[src/rtl/stamp_window.sv]
// stamp_window: 8-slot in-order window; slot 7 is oldest, merges unit stamp/take updates, flags RAW hazards, retires from slot 7
// Ports: clk, rst (sync, active-high); in_valid/in_instr/in_ready enqueue; reg_out_flat/reg_start_flat per-slot entry and run code;
//        unit_stamp_flat/unit_stamp_in, unit_take_flat/unit_take_in per-unit updates; count occupancy; retire_valid/retire_instr
module stamp_window #(
  parameter int UNITS = 4
) (
  input  logic                  clk,
  input  logic                  rst,
  input  logic                  in_valid,
  input  logic [87:0]           in_instr,
  output logic                  in_ready,
  output logic [703:0]          reg_out_flat,
  output logic [23:0]           reg_start_flat,
  input  logic [24*UNITS-1:0]   unit_stamp_flat,
  input  logic [8*UNITS-1:0]    unit_stamp_in,
  input  logic [40*UNITS-1:0]   unit_take_flat,
  input  logic [8*UNITS-1:0]    unit_take_in,
  output logic [3:0]            count,
  output logic                  retire_valid,
  output logic [87:0]           retire_instr
);
  localparam logic [5:0] LUI = 6'b001001;
  localparam logic [87:0] KEEP = ~(88'h7C000_0000 | 88'h7);
  logic [7:0]  vld_q, vld_d;
  logic [87:0] ent_q [8];
  logic [87:0] ent_d [8];
  logic [87:0] mrg [8];
  logic [3:0]  cnt_q, cnt_d;
  logic        rv_q;
  logic [87:0] ri_q;
  logic        ret, enq;
  logic [2:0]  tgt;
  logic [7:0]  haz, owb;
  assign in_ready     = cnt_q != 4'd8;
  assign count        = cnt_q;
  assign retire_valid = rv_q;
  assign retire_instr = ri_q;
  always_comb begin
    ret = vld_q[7] & ent_q[7][2] & ent_q[7][0];
    enq = in_valid & in_ready;
    for (int i = 0; i < 8; i++) begin
      mrg[i] = ent_q[i];
      // descending scan so the lowest-numbered unit's take wins
      for (int u = UNITS - 1; u >= 0; u--) begin
        if (vld_q[i] && unit_stamp_in[8*u+i]) mrg[i][2:0] = mrg[i][2:0] | unit_stamp_flat[24*u+3*i +: 3];
        if (vld_q[i] && unit_take_in[8*u+i]) mrg[i][34:30] = unit_take_flat[40*u+5*i +: 5];
      end
    end
    ent_d[0] = ret ? '0 : mrg[0];
    for (int i = 1; i < 8; i++) ent_d[i] = ret ? mrg[i-1] : mrg[i];
    vld_d = ret ? {vld_q[6:0], 1'b0} : vld_q;
    // free slot after the optional shift
    tgt = ret ? 3'(4'd8 - cnt_q) : 3'(4'd7 - cnt_q);
    if (enq) begin
      vld_d[tgt] = 1'b1;
      ent_d[tgt] = in_instr & KEEP;
    end
    cnt_d = cnt_q + 4'(enq) - 4'(ret);
  end
  always_comb begin
    haz = '0;
    owb = '1;
    reg_out_flat = '0;
    reg_start_flat = '0;
    for (int i = 0; i < 8; i++) begin
      for (int j = i + 1; j < 8; j++) begin
        if (vld_q[j] && !ent_q[j][0]) begin
          owb[i] = 1'b0;
          if (ent_q[i][87:82] != LUI && ent_q[j][71:67] != 5'd0 &&
              (ent_q[j][71:67] == ent_q[i][81:77] || ent_q[j][71:67] == ent_q[i][76:72])) haz[i] = 1'b1;
        end
      end
      reg_out_flat[88*i +: 88] = vld_q[i] ? ent_q[i] : '0;
      reg_start_flat[3*i +: 3] = !vld_q[i] ? 3'b000 :
                                 (!ent_q[i][2] && !haz[i]) ? 3'b100 :
                                 (ent_q[i][2] && !ent_q[i][0] && owb[i]) ? 3'b001 : 3'b000;
    end
  end
  always_ff @(posedge clk) begin
    if (rst) begin
      vld_q <= '0;
      for (int i = 0; i < 8; i++) ent_q[i] <= '0;
      cnt_q <= '0;
      rv_q  <= 1'b0;
      ri_q  <= '0;
    end else begin
      vld_q <= vld_d;
      for (int i = 0; i < 8; i++) ent_q[i] <= ent_d[i];
      cnt_q <= cnt_d;
      rv_q  <= ret;
      if (ret) ri_q <= ent_q[7];
    end
  end
endmodule
[config.mk]
export PLATFORM = sky130hd
export DESIGN_NAME = stamp_window
export DESIGN_NICKNAME = d
export VERILOG_FILES = /design/src/rtl/stamp_window.sv
export SDC_FILE = /design/constraint.sdc
export NUM_CORES = 2
export LEC_CHECK = 0
export CAP_MARGIN = 20
export CORE_AREA = 10 10 470 472
export CTS_BUF_LIST = sky130_fd_sc_hd__clkbuf_2 sky130_fd_sc_hd__clkbuf_4 sky130_fd_sc_hd__clkbuf_8
export CTS_CLUSTER_SIZE = 20
export DETAILED_ROUTE_END_ITERATION = 6
export DIE_AREA = 0 0 480 482
export GPL_ROUTABILITY_DRIVEN = 0
export GPL_TIMING_DRIVEN = 0
export PLACE_DENSITY = 0.39
export SLEW_MARGIN = 20
export SYNTH_ARGS = -nofsm -noshare
export SYNTH_HDL_FRONTEND = slang
export SYNTH_SLANG_ARGS = --single-unit
[constraint.sdc]
create_clock -name clk -period 3.2 [get_ports clk]
set_input_delay 0.64 -clock clk [delete_from_list [all_inputs] [get_ports clk]]
set_output_delay 0.64 -clock clk [all_outputs]
set_load 0.02 [all_outputs]
==> metrics.txt <==
top routing layer used=met5; Worst slew margin=16.0%; library cells used by synthesis=55; Synth Area in XOR/XNOR=5.73%; sort of element at the end of the critical path=output port; type of origin of the critical path=flip-flop; #FFs+latches synth=between 800 and 900; top-count cell post-synth=nand2_1; Hold Vio Cnt, Final=0; synthesized-area fraction occupied by ao, oa, aoi and oai cells=19.7%; maxcap violations=0; First-pass DRT Iterations=6; violated checks=setup timing; tightest hold margin=0.106 ns; largest buffer count on any clock path=3; initial antenna violation count=75; wire length reported by the detailed router=340,000 um; unrepaired setup endpoints after global routing=true; data required time of the critical path=around 2.6 ns; result of the run=finished, violations left; core region area=about 210,000 um2; Initial Util=20.5%; Pwr Density=506 nW/um2; arrival time at the worst endpoint=between 2 and 3 ns; remaining number of nets flagged by the antenna check after routing=0; number of synthesized flops with an enable pin=0; adder and majority cell fraction of the synthesized area=0.220%; type of the worst min-delay path=input pin to flip-flop; routed via count=50.1k; number of buffers inserted during clock tree synthesis=168; DPL Wire Length=~280,000 um; Seq/Total Area, Yosys=37.2%; chip width=480 um; Worst-path clk slew=0.06 ns; warning count from the yosys run=0; pin count of the biggest net entering global routing=17; floorplan row count=between 150 and 200; WL met2=around 160,000 um; # H-tree levels=4; # clock sinks=just over 800; Critical Setup Path Class=flip-flop to output port; slew at the pin closest to its max-slew limit=1.26 ns; worst-case clock skew=0.0768 ns; post-detailed-route wirelength per cell=~34 um; combinational family with the most area after synthesis=simple AND/OR/NAND/NOR gates; area of the die=231,000 um2; clk root buf=clkbuf_8; Pleak=24.7 nW; Iteration-0 DRC Markers=around 4.5k; area taken by multi-input logic gates=24,800 um2; worst vdd rail ir drop=0.422 mV; final worst-path cycle share=108%; Mapped Cells=5,811; biggest area consumer among synthesized cells=dfxtp_1; minimum clock period=3.45 ns; Total Power Consumption=32.3 mW; maximum fanout encountered on the critical timing path=6; number of global-route vias before repair=49.2k; io pins=between 1k and 1.5k; number of max-slew violations in the final report=0; latest clock arrival within the worst-skew pair=between 0.9 and 1 ns; Synth async-reset ratio=0%; met1 wire length=140,000 um; leading post-synthesis cells by cell area=dfxtp_1, nand2_1, a311oi_1; area taken by flip-flops and latches=16,300 um2; Finish-stage setup viols=8; DRC errors left=0; global route overflow=0; port bufs=~1.1k; fill cell total of the finished layout=23.0k; number of nets in the finished design=around 7.6k; wire length of the first global-routing pass=447,000 um; Main synth FF type=dfxtp_1; per-instance average area after synthesis=7.45 um2; worst path setup slack after routing=-0.254 ns; number of vias per cell after detailed routing=4.94; clock tree from TritonCTS=built; die boundary height=482 um; signed area change from the synthesized netlist to the final layout=47.4%; multiplexer share of the synthesized area=0.0347%; fmax=290 MHz; ratio of cells with drive above 1 in the final layout=20.0%; top cells by count, synth=nand2_1, dfxtp_1, and2_1; met3 layer wire length in the routed design=28,700 um; share of synthesized cell area in and, or, nand and nor gates=a little under a third; portion of synthesized cell area occupied by the leading cell type=37.2%; Mapped Area=approximately 43,000 um2; overall track demand over capacity in global routing=~28%
report_power, final:
group	leakage, nW	total [mW]	internal (mW)	switching, mW
sequential	6.56	12.4	11.0	1.43
clock	1.86	12.0	6.68	5.32
combinational	16.3	7.89	3.09	4.81
total	24.7	32.3	20.7	11.6
cells by family after synthesis:
family | after synthesis
AOI/OAI and AO/OA | 1109
xor gates and xnor gates | 283
adders and majority gates | 7
buffers and inverters | 671
DFF | 805
muxes | 1
other | 1
and+or+nand+nor | 2934
sequential cells by signal, summed over array words and instances (netlist names):
signal        cells
vld_q             8
retire_instr     88
count             4
retire_valid      1
ent_q           704
final timing paths:
check	from	end	depth (start not counted)	slack (ns)
max	ent_q[3][68]	reg_start_flat[11]	6	-0.25
min	in_instr[22]	ent_q[1][22]	3	0.11
max reg2reg	count[0]	ent_q[1][149]	10	0.09
min reg2reg	retire_instr[85]	retire_instr[85]	2	0.46
placed cells by master (no fill, tap or decap), types with 19 or more instances in the layout:
cell / count
xor2_1: 112
o22ai_1: 33
o21ai_0: 76
clkbuf_8: 237
buf_16: 21
dfxtp_1: 734
nand3_1: 62
and2_4: 53
buf_12: 22
nor3_1: 78
buf_1: 20
and2_2: 36
buf_2: 274
diode_2: 31
clkbuf_2: 181
clkdlybuf4s15_2: 151
nand2_1: 1361
clkdlybuf4s15_1: 78
clkbuf_1: 233
a311oi_1: 560
xnor2_1: 170
dlygate4sd2_1: 121
and2_1: 618
nor2_1: 635
clkbuf_16: 31
buf_4: 161
clkbuf_4: 71
dfxtp_4: 19
clkdlybuf4s50_1: 418
a22o_1: 109
a22oi_1: 50
a211oi_1: 51
a21oi_1: 152
buf_6: 57
dfxtp_2: 52
area by class of cell:
class / count / area share, %
clock inverters: 24 / 0.404
multi-input cells: 4342 / 38.9
plain buffers: 579 / 5.84
clock buffers: 262 / 5.10
inverters: 18 / 0.108
flip-flops and latches: 805 / 25.5
diodes: 31 / 0.122
repair buffers: 1267 / 18.5
well taps: 2821 / 5.53
what timing repair did:
item                       in CTS  in global routing
gates resized for setup      2911                198
hold buffers                   18                  0
gates cloned                    5                  0
hold endpoints to repair       84                  0
setup endpoints to repair    1457                381
pin swaps                      19                 17
buffers inserted               55                 21
through the flow:
step	cell area (um2)	TNS [ns]	util (%)	std cells	worst slack, ns
floorplan	43300	0	-	5818	0.376
global placement	58200	-1844.23	27.6	9775	-2.42
detailed placement	59100	-911.41	28.0	9808	-1.48
CTS	63700	-2.70	30.1	10100	-0.351
global route	63700	-2.18	30.2	10100	-0.333
finish	63800	-1.50	30.2	10100	-0.254
routing by layer:
metal	track usage, %	vias up
li1	-	22600
met1	34.4	24700
met2	45.8	2369
met3	7.53	443
met4	11.1	18
met5	0	-
critical path, cell delays in order (launching register included):
cell and delay (ns):
dfxtp_4 0.40, or4_4 0.50, o21a_4 0.28, o21ai_2 0.07
nand4_1 0.21, a21oi_2 0.24, buf_6 0.15
No activity file was read; power rests on OpenSTA's default activity.
